===== src/rtl/arbitro_paso32bto8b_pkg.sv =====
// Shared constants for the 4-lane round-robin arbiter that feeds the
// 32b-to-8b serializer: lane count, lane index width and FSM encodings.
package arbitro_paso32bto8b_pkg;

  localparam int NUM_LANES_C = 4;
  localparam int LANE_W      = 2;

  // Controller states; kept as plain constants so older tools can read them.
  localparam logic [1:0] ST_IDLE  = 2'd0;  // no lane holds a word
  localparam logic [1:0] ST_SERVE = 2'd1;  // issuing one word per cycle
  localparam logic [1:0] ST_PAUSA = 2'd2;  // serializer stalled, words waiting

  // Converts a one-hot lane vector to its index (zero when no bit is set).
  function automatic logic [LANE_W-1:0] onehot_to_idx(input logic [NUM_LANES_C-1:0] oh);
    logic [LANE_W-1:0] idx;
    idx = '0;
    for (int k = 0; k < NUM_LANES_C; k++) begin
      if (oh[k]) idx = k[LANE_W-1:0];
    end
    return idx;
  endfunction

endpackage


===== src/rtl/arbitro_paso32bto8b_rr4.sv =====
// Combinational round-robin picker: returns the first full lane strictly
// after i_last_grant, wrapping 0-1-2-3-0, so the last winner ranks lowest.
module arbitro_rr4
  import arbitro_paso32bto8b_pkg::*;
(
  input  logic [NUM_LANES_C-1:0] i_full,
  input  logic [LANE_W-1:0]      i_last_grant,
  output logic [NUM_LANES_C-1:0] o_pick,
  output logic                   o_found
);

  logic [LANE_W-1:0] w_idx;

  // Scan the lanes starting one past the previous winner; first full one wins.
  always_comb begin
    o_pick  = '0;
    o_found = 1'b0;
    w_idx   = '0;
    for (int k = 1; k <= NUM_LANES_C; k++) begin
      w_idx = i_last_grant + k[LANE_W-1:0];
      if (!o_found && i_full[w_idx]) begin
        o_pick[w_idx] = 1'b1;
        o_found       = 1'b1;
      end
    end
  end

endmodule


===== src/rtl/arbitro_paso32bto8b.sv =====
// Four-lane single-word buffers with a round-robin drain into the 32b-to-8b
// serializer. A word accepted at one edge can leave at the next edge; the
// serializer's pausa freezes issuing while still letting empty lanes fill.
module arbitro_paso32bto8b
  import arbitro_paso32bto8b_pkg::*;
#(
  parameter int DATA_W    = 32,
  parameter int NUM_LANES = 4
) (
  input  logic              clk_f,
  input  logic              reset,
  input  logic [3:0]        valid_in,
  input  logic [DATA_W-1:0] data_in0,
  input  logic [DATA_W-1:0] data_in1,
  input  logic [DATA_W-1:0] data_in2,
  input  logic [DATA_W-1:0] data_in3,
  output logic [3:0]        ready_out,
  input  logic              pausa,
  output logic [DATA_W-1:0] data_out,
  output logic              valid_out,
  output logic [1:0]        lane_out,
  output logic [3:0]        grant
);

  logic [DATA_W-1:0] r_buf [NUM_LANES_C];
  logic [3:0]        r_full;
  logic [LANE_W-1:0] r_last_grant;
  logic [DATA_W-1:0] r_data_out;
  logic              r_valid_out;
  logic [LANE_W-1:0] r_lane_out;
  logic [3:0]        r_grant;
  logic [1:0]        r_state;

  logic [DATA_W-1:0] w_data_in [NUM_LANES_C];
  logic [3:0]        w_pick;
  logic              w_found;
  logic [3:0]        w_drain;
  logic [3:0]        w_accept;
  logic [3:0]        w_full_next;
  logic [LANE_W-1:0] w_sel;
  logic [1:0]        w_state_next;

  assign w_data_in[0] = data_in0;
  assign w_data_in[1] = data_in1;
  assign w_data_in[2] = data_in2;
  assign w_data_in[3] = data_in3;

  arbitro_rr4 u_rr (
    .i_full       (r_full),
    .i_last_grant (r_last_grant),
    .o_pick       (w_pick),
    .o_found      (w_found)
  );

  assign w_sel    = onehot_to_idx(w_pick);
  // A lane drains only when it is the pick and the serializer is not stalled.
  assign w_drain  = w_pick & {4{w_found & ~pausa}};
  // A lane being drained this edge can take a new word at the same edge.
  assign ready_out = {4{~reset}} & (~r_full | w_drain);
  assign w_accept = valid_in & ready_out;

  // Accepting wins over draining, so a same-edge reload keeps the lane full.
  for (genvar gi = 0; gi < NUM_LANES; gi++) begin : g_lane
    assign w_full_next[gi] = w_accept[gi] | (r_full[gi] & ~w_drain[gi]);
  end

  // Full flags: cleared by reset, otherwise follow accept/drain.
  always_ff @(posedge clk_f) begin
    if (reset) r_full <= '0;
    else       r_full <= w_full_next;
  end

  // Lane word buffers load on every accepted transfer; contents need no reset.
  always_ff @(posedge clk_f) begin
    for (int k = 0; k < NUM_LANES_C; k++) begin
      if (w_accept[k]) r_buf[k] <= w_data_in[k];
    end
  end

  // Output register: issues the picked word, or idles while stalled/empty.
  always_ff @(posedge clk_f) begin
    if (reset) begin
      r_data_out   <= '0;
      r_valid_out  <= 1'b0;
      r_lane_out   <= '0;
      r_grant      <= '0;
      r_last_grant <= 2'd3;
    end else if (pausa || !w_found) begin
      // data_out and lane_out hold their last issued values
      r_valid_out <= 1'b0;
      r_grant     <= '0;
    end else begin
      r_data_out   <= r_buf[w_sel];
      r_lane_out   <= w_sel;
      r_grant      <= w_pick;
      r_valid_out  <= 1'b1;
      r_last_grant <= w_sel;
    end
  end

  // Controller state: tracks whether words are waiting and whether stalled.
  always_comb begin
    w_state_next = r_state;
    case (r_state)
      ST_IDLE: begin
        if (|r_full) w_state_next = pausa ? ST_PAUSA : ST_SERVE;
      end
      ST_SERVE: begin
        if (pausa)              w_state_next = ST_PAUSA;
        else if (~|w_full_next) w_state_next = ST_IDLE;
      end
      ST_PAUSA: begin
        if (!pausa) w_state_next = ST_SERVE;
      end
      default: w_state_next = ST_IDLE;
    endcase
  end

  // State register.
  always_ff @(posedge clk_f) begin
    if (reset) r_state <= ST_IDLE;
    else       r_state <= w_state_next;
  end

  assign data_out  = r_data_out;
  assign valid_out = r_valid_out;
  assign lane_out  = r_lane_out;
  assign grant     = r_grant;

endmodule


===== config.mk =====
export PLATFORM = sky130hd
export DESIGN_NAME = arbitro_paso32bto8b
export DESIGN_NICKNAME = d
export VERILOG_FILES = /design/src/rtl/arbitro_paso32bto8b_pkg.sv /design/src/rtl/arbitro_paso32bto8b_rr4.sv /design/src/rtl/arbitro_paso32bto8b.sv
export SDC_FILE = /design/constraint.sdc
export NUM_CORES = 1
export LEC_CHECK = 0
export ABC_CLOCK_PERIOD_IN_PS = 6150
export CORE_ASPECT_RATIO = 1.25
export CORE_MARGIN = 2
export CORE_UTILIZATION = 55
export CTS_BUF_LIST = sky130_fd_sc_hd__clkbuf_4 sky130_fd_sc_hd__clkbuf_8
export CTS_CLUSTER_DIAMETER = 200
export CTS_CLUSTER_SIZE = 20
export DETAILED_ROUTE_END_ITERATION = 6
export GPL_ROUTABILITY_DRIVEN = 0
export PLACE_DENSITY = 0.87
export SLEW_MARGIN = 20
export SYNTH_ARGS = -nofsm -noshare
export SYNTH_HDL_FRONTEND = slang
export SYNTH_HIERARCHICAL = 1
export SYNTH_SLANG_ARGS = --single-unit

===== constraint.sdc =====
create_clock -name clk_f -period 6.15 [get_ports clk_f]
set_clock_uncertainty 0.1 [all_clocks]
set_input_delay 0.9225 -clock clk_f [delete_from_list [all_inputs] [get_ports clk_f]]
set_output_delay 0.9225 -clock clk_f [all_outputs]
set_load 0.01 [all_outputs]

==> results.txt <==
- Share of cells above drive strength 1: 0.224
- Number of buffers added on ports: 177
- Number of rows created at floorplan: 46
- During I/O placement, the number of pins put on the boundary was approximately 180.
* Sequential Power Share: 0.472
- Hold_buf cts: 0
- Final Cycle Share: 0.841
* Non-filler cells in the finished layout: approximately 800
- Avg Synthesized Cell Area: about 16 um2
- The initial antenna violation count came to 0.
* Synthesized netlist cell count: 449
- Combined area of all synthesized cells: 0.00701 mm2
* Count of clock tree sinks: 173
- The final layout contains routed wiring with a total length of 16,400 um.
* Crit start category: register
* Total power divided by cell area: roughly 320 mW/mm2
- Antenna Diode Count: 0
* Data arrival time of the worst path: 4.15 ns
- Avg WL per Cell: roughly 20 um
- Post-DP Area: 0.00888 mm2
* Maximum buffer depth of the clock tree: 2
- The number of nets in the synthesized netlist is 592.
- Final hold analysis gives a worst-case slack of 0.400 ns.
- The number of global-route vias before repair came to 4,735.
* Total setup violations reported at the end of the flow: 0
* Unrepaired setup endpoints after global routing: false
* Clock power frac: 0.249
- The synthesized netlist contains 34 unique library cells.
- The largest total area in the synthesized netlist belongs to sky130_fd_sc_hd__edfxtp_1.
- The floorplan step defined a core boundary enclosing roughly 0.013 mm2.
* Accumulated negative setup slack: 0 ns
- Classification of the worst setup path: register to primary output
- Most common cell after layout, fill and taps aside: sky130_fd_sc_hd__clkdlybuf4s50_1
- Combinational share of power: 0.279
* Starting DRT DRC Count: 239
- Post-route cell area: 0.00926 mm2
* Peak ir drop on the vdd network: 0.183 mV
* Final-report max-slew violation count: 0
* Vias post-DR: between 4,000 and 5,000
- The min-delay analysis places its worst path in the category register to register.
* P_leak: around 3.3 nW
- Result of the run: finished, final reports clean
* Commonest cells after routing, fill and taps aside: 176 x sky130_fd_sc_hd__clkdlybuf4s50_1, 128 x sky130_fd_sc_hd__edfxtp_1, 45 x sky130_fd_sc_hd__dfxtp_1, 41 x sky130_fd_sc_hd__nor2_1, 37 x sky130_fd_sc_hd__nand2_1
- The H-tree was split into 4 levels.
- TritonCTS built the clock tree.
* DRT antenna net count: 0
* Min Clock Period, post-route: 5.17 ns
- Upper clock frequency limit: 193 MHz
- Worst rel slew slack: 0.364
- Placed Cells incl. Taps: just under 800
- Vertical die dimension: between 100 and 150 um
- Setup slack on the critical path of the routed design comes to 0.980 ns.
- First-pass iteration count of the detailed router: 4
- The hold violation total from the final report came to 0.
- The design draws 2.98 mW.
* Starting density of the core: 0.559
- Fraction of the yosys area taken by sequential cells: 0.677
* Number of buffers created by CTS: 17
* Post-CTS Repair Setup Buffers: 0
- Total internal power: 2.06 mW
- Clock-pin slew was measured on the worst setup and hold paths at around 0.080 ns.
- Total of cells resized after clock tree synthesis: 0
* Portion of synthesized cell area occupied by the leading cell type: 0.548
- Synth Register Bits: roughly 170
- From left edge to right edge, the die measures 105 um.
- Power dissipated by switching net loads: 0.922 mW
* Fin util: 0.738
- For the worst-skew pair, the clock arrives at the later sink with an insertion delay of 0.45 ns.
- In the post-synthesis netlist, the biggest area contributors are sky130_fd_sc_hd__edfxtp_1 55%, sky130_fd_sc_hd__dfxtp_1 13%, sky130_fd_sc_hd__a221oi_2 6.4%.
- In the routed design, unresolved DRC markers number 0.
* Placed wire-length estimate: between 10,000 and 15,000 um
- Compared with the post-synthesis result, the final layout area differs by 32.0%.
* Largest driver fanout on the critical path: 21
- All-layer global routing usage: 0.247
- STA classifies the critical path endpoint as a primary output.
- The first global-routing pass estimated 25,100 um of wire.
- Using the TritonRoute via totals, the vias-per-cell ratio works out to 5.59.
- STA puts the critical path data required time at between 5 and 6 ns.
- Sw Share: 0.310
- Largest net degree at the start of global routing: 37
- The net count of the finished layout is between 700 and 800.
- The tree is rooted in a sky130_fd_sc_hd__clkbuf_8.
* Max-capacitance violation count: 0
- Pre-CTS setup slack: 1.53 ns
- The die covers 0.0137 mm2.
* Measured slew at the worst slew-check pin: 0.952 ns
* Total congestion overflow: 0
* Total of warnings raised by yosys: 6
==> logic make-up after synthesis <==
kind of cell / synth area share
AOI/OAI and AO/OA: 0.140
muxes: 0.0698
adders and majority gates: 0.0143
and+or+nand+nor: 0.0707
DFF: 0.677
buffers and inverters: 0.0287
==> registers in the layout (all words and copies together), names as in the netlist <==
register / flops
lane_out: 2
r_full: 4
r_buf: 128
grant: 4
data_out: 32
r_last_grant: 2
valid_out: 1
==> critical path, stage by stage (launching register included) <==
cell and delay (ns):
sky130_fd_sc_hd__dfxtp_1 0.60, sky130_fd_sc_hd__inv_1 0.19, sky130_fd_sc_hd__ha_1 0.44, sky130_fd_sc_hd__mux2i_1 0.28, sky130_fd_sc_hd__o2111ai_1 0.14, sky130_fd_sc_hd__o21ai_0 0.40
sky130_fd_sc_hd__a221o_2 0.69, sky130_fd_sc_hd__nand3b_1 0.18, sky130_fd_sc_hd__a21oi_1 0.21, sky130_fd_sc_hd__clkdlybuf4s50_1 0.56
==> power groups by stage <==
stage               Combinational (mW)  Sequential [mW]  Clock, mW
floorplan                        0.538             1.43          0
global placement                 0.802             1.43          0
detailed placement               0.831             1.43          0
CTS                              0.835             1.41      0.751
global route                     0.894             1.42      0.796
finish                           0.830             1.41      0.742
==> Yosys cell counts (all sizes together) <==
| cell | instances |
|---|---|
| dfxtp | 45 |
| buf | 25 |
| a211oi | 32 |
| a21oi | 8 |
| nand3 | 1 |
| nor2 | 43 |
| nor2b | 3 |
| o2111ai | 1 |
| nor4b | 1 |
| nand3b | 5 |
| nand4 | 2 |
| mux2i | 8 |
| inv | 6 |
| nand2 | 37 |
| or3b | 1 |
| ha | 8 |
| o21ai | 1 |
| edfxtp | 128 |
| nor3 | 5 |
| a221oi | 32 |
| and2 | 8 |
| nand2b | 3 |
| o21bai | 2 |
| a2111o | 1 |
| mux4 | 1 |
| clkbuf | 4 |
| mux2 | 34 |
| a221o | 4 |
==> final cells by class <==
class,instances,area [um2]
Clock inverter,15,136
Multi-Input combinational cell,241,2100
Clock buffer,17,234
Sequential cell,173,4740
Inverter,6,22.5
Fill cell,840,3290
Timing Repair Buffer,181,1810
Tap cell,168,210
==> per-layer routing <==
layer	part of all wire	GRT usage	vias to the layer above
li1	-	-	2060
met1	0.38	0.291	2196
met2	0.54	0.440	185
met3	0.048	0.0480	38
met4	0.031	0.112	0
met5	0	0	-
==> worst paths after layout <==
| kind | startpoint | to | slack [ns] | depth (start not counted) |
|---|---|---|---|---|
| worst min register to register | lane_out[1] | lane_out[1] | 0.40 | 2 |
| worst max register to register | r_last_grant[1] | r_buf[3][21] | 1.76 | 9 |
| worst max-delay path | r_last_grant[1] | ready_out[3] | 0.98 | 9 |
| worst min-delay path | lane_out[1] | lane_out[1] | 0.40 | 2 |
No activity file was read; power rests on OpenSTA's default activity.
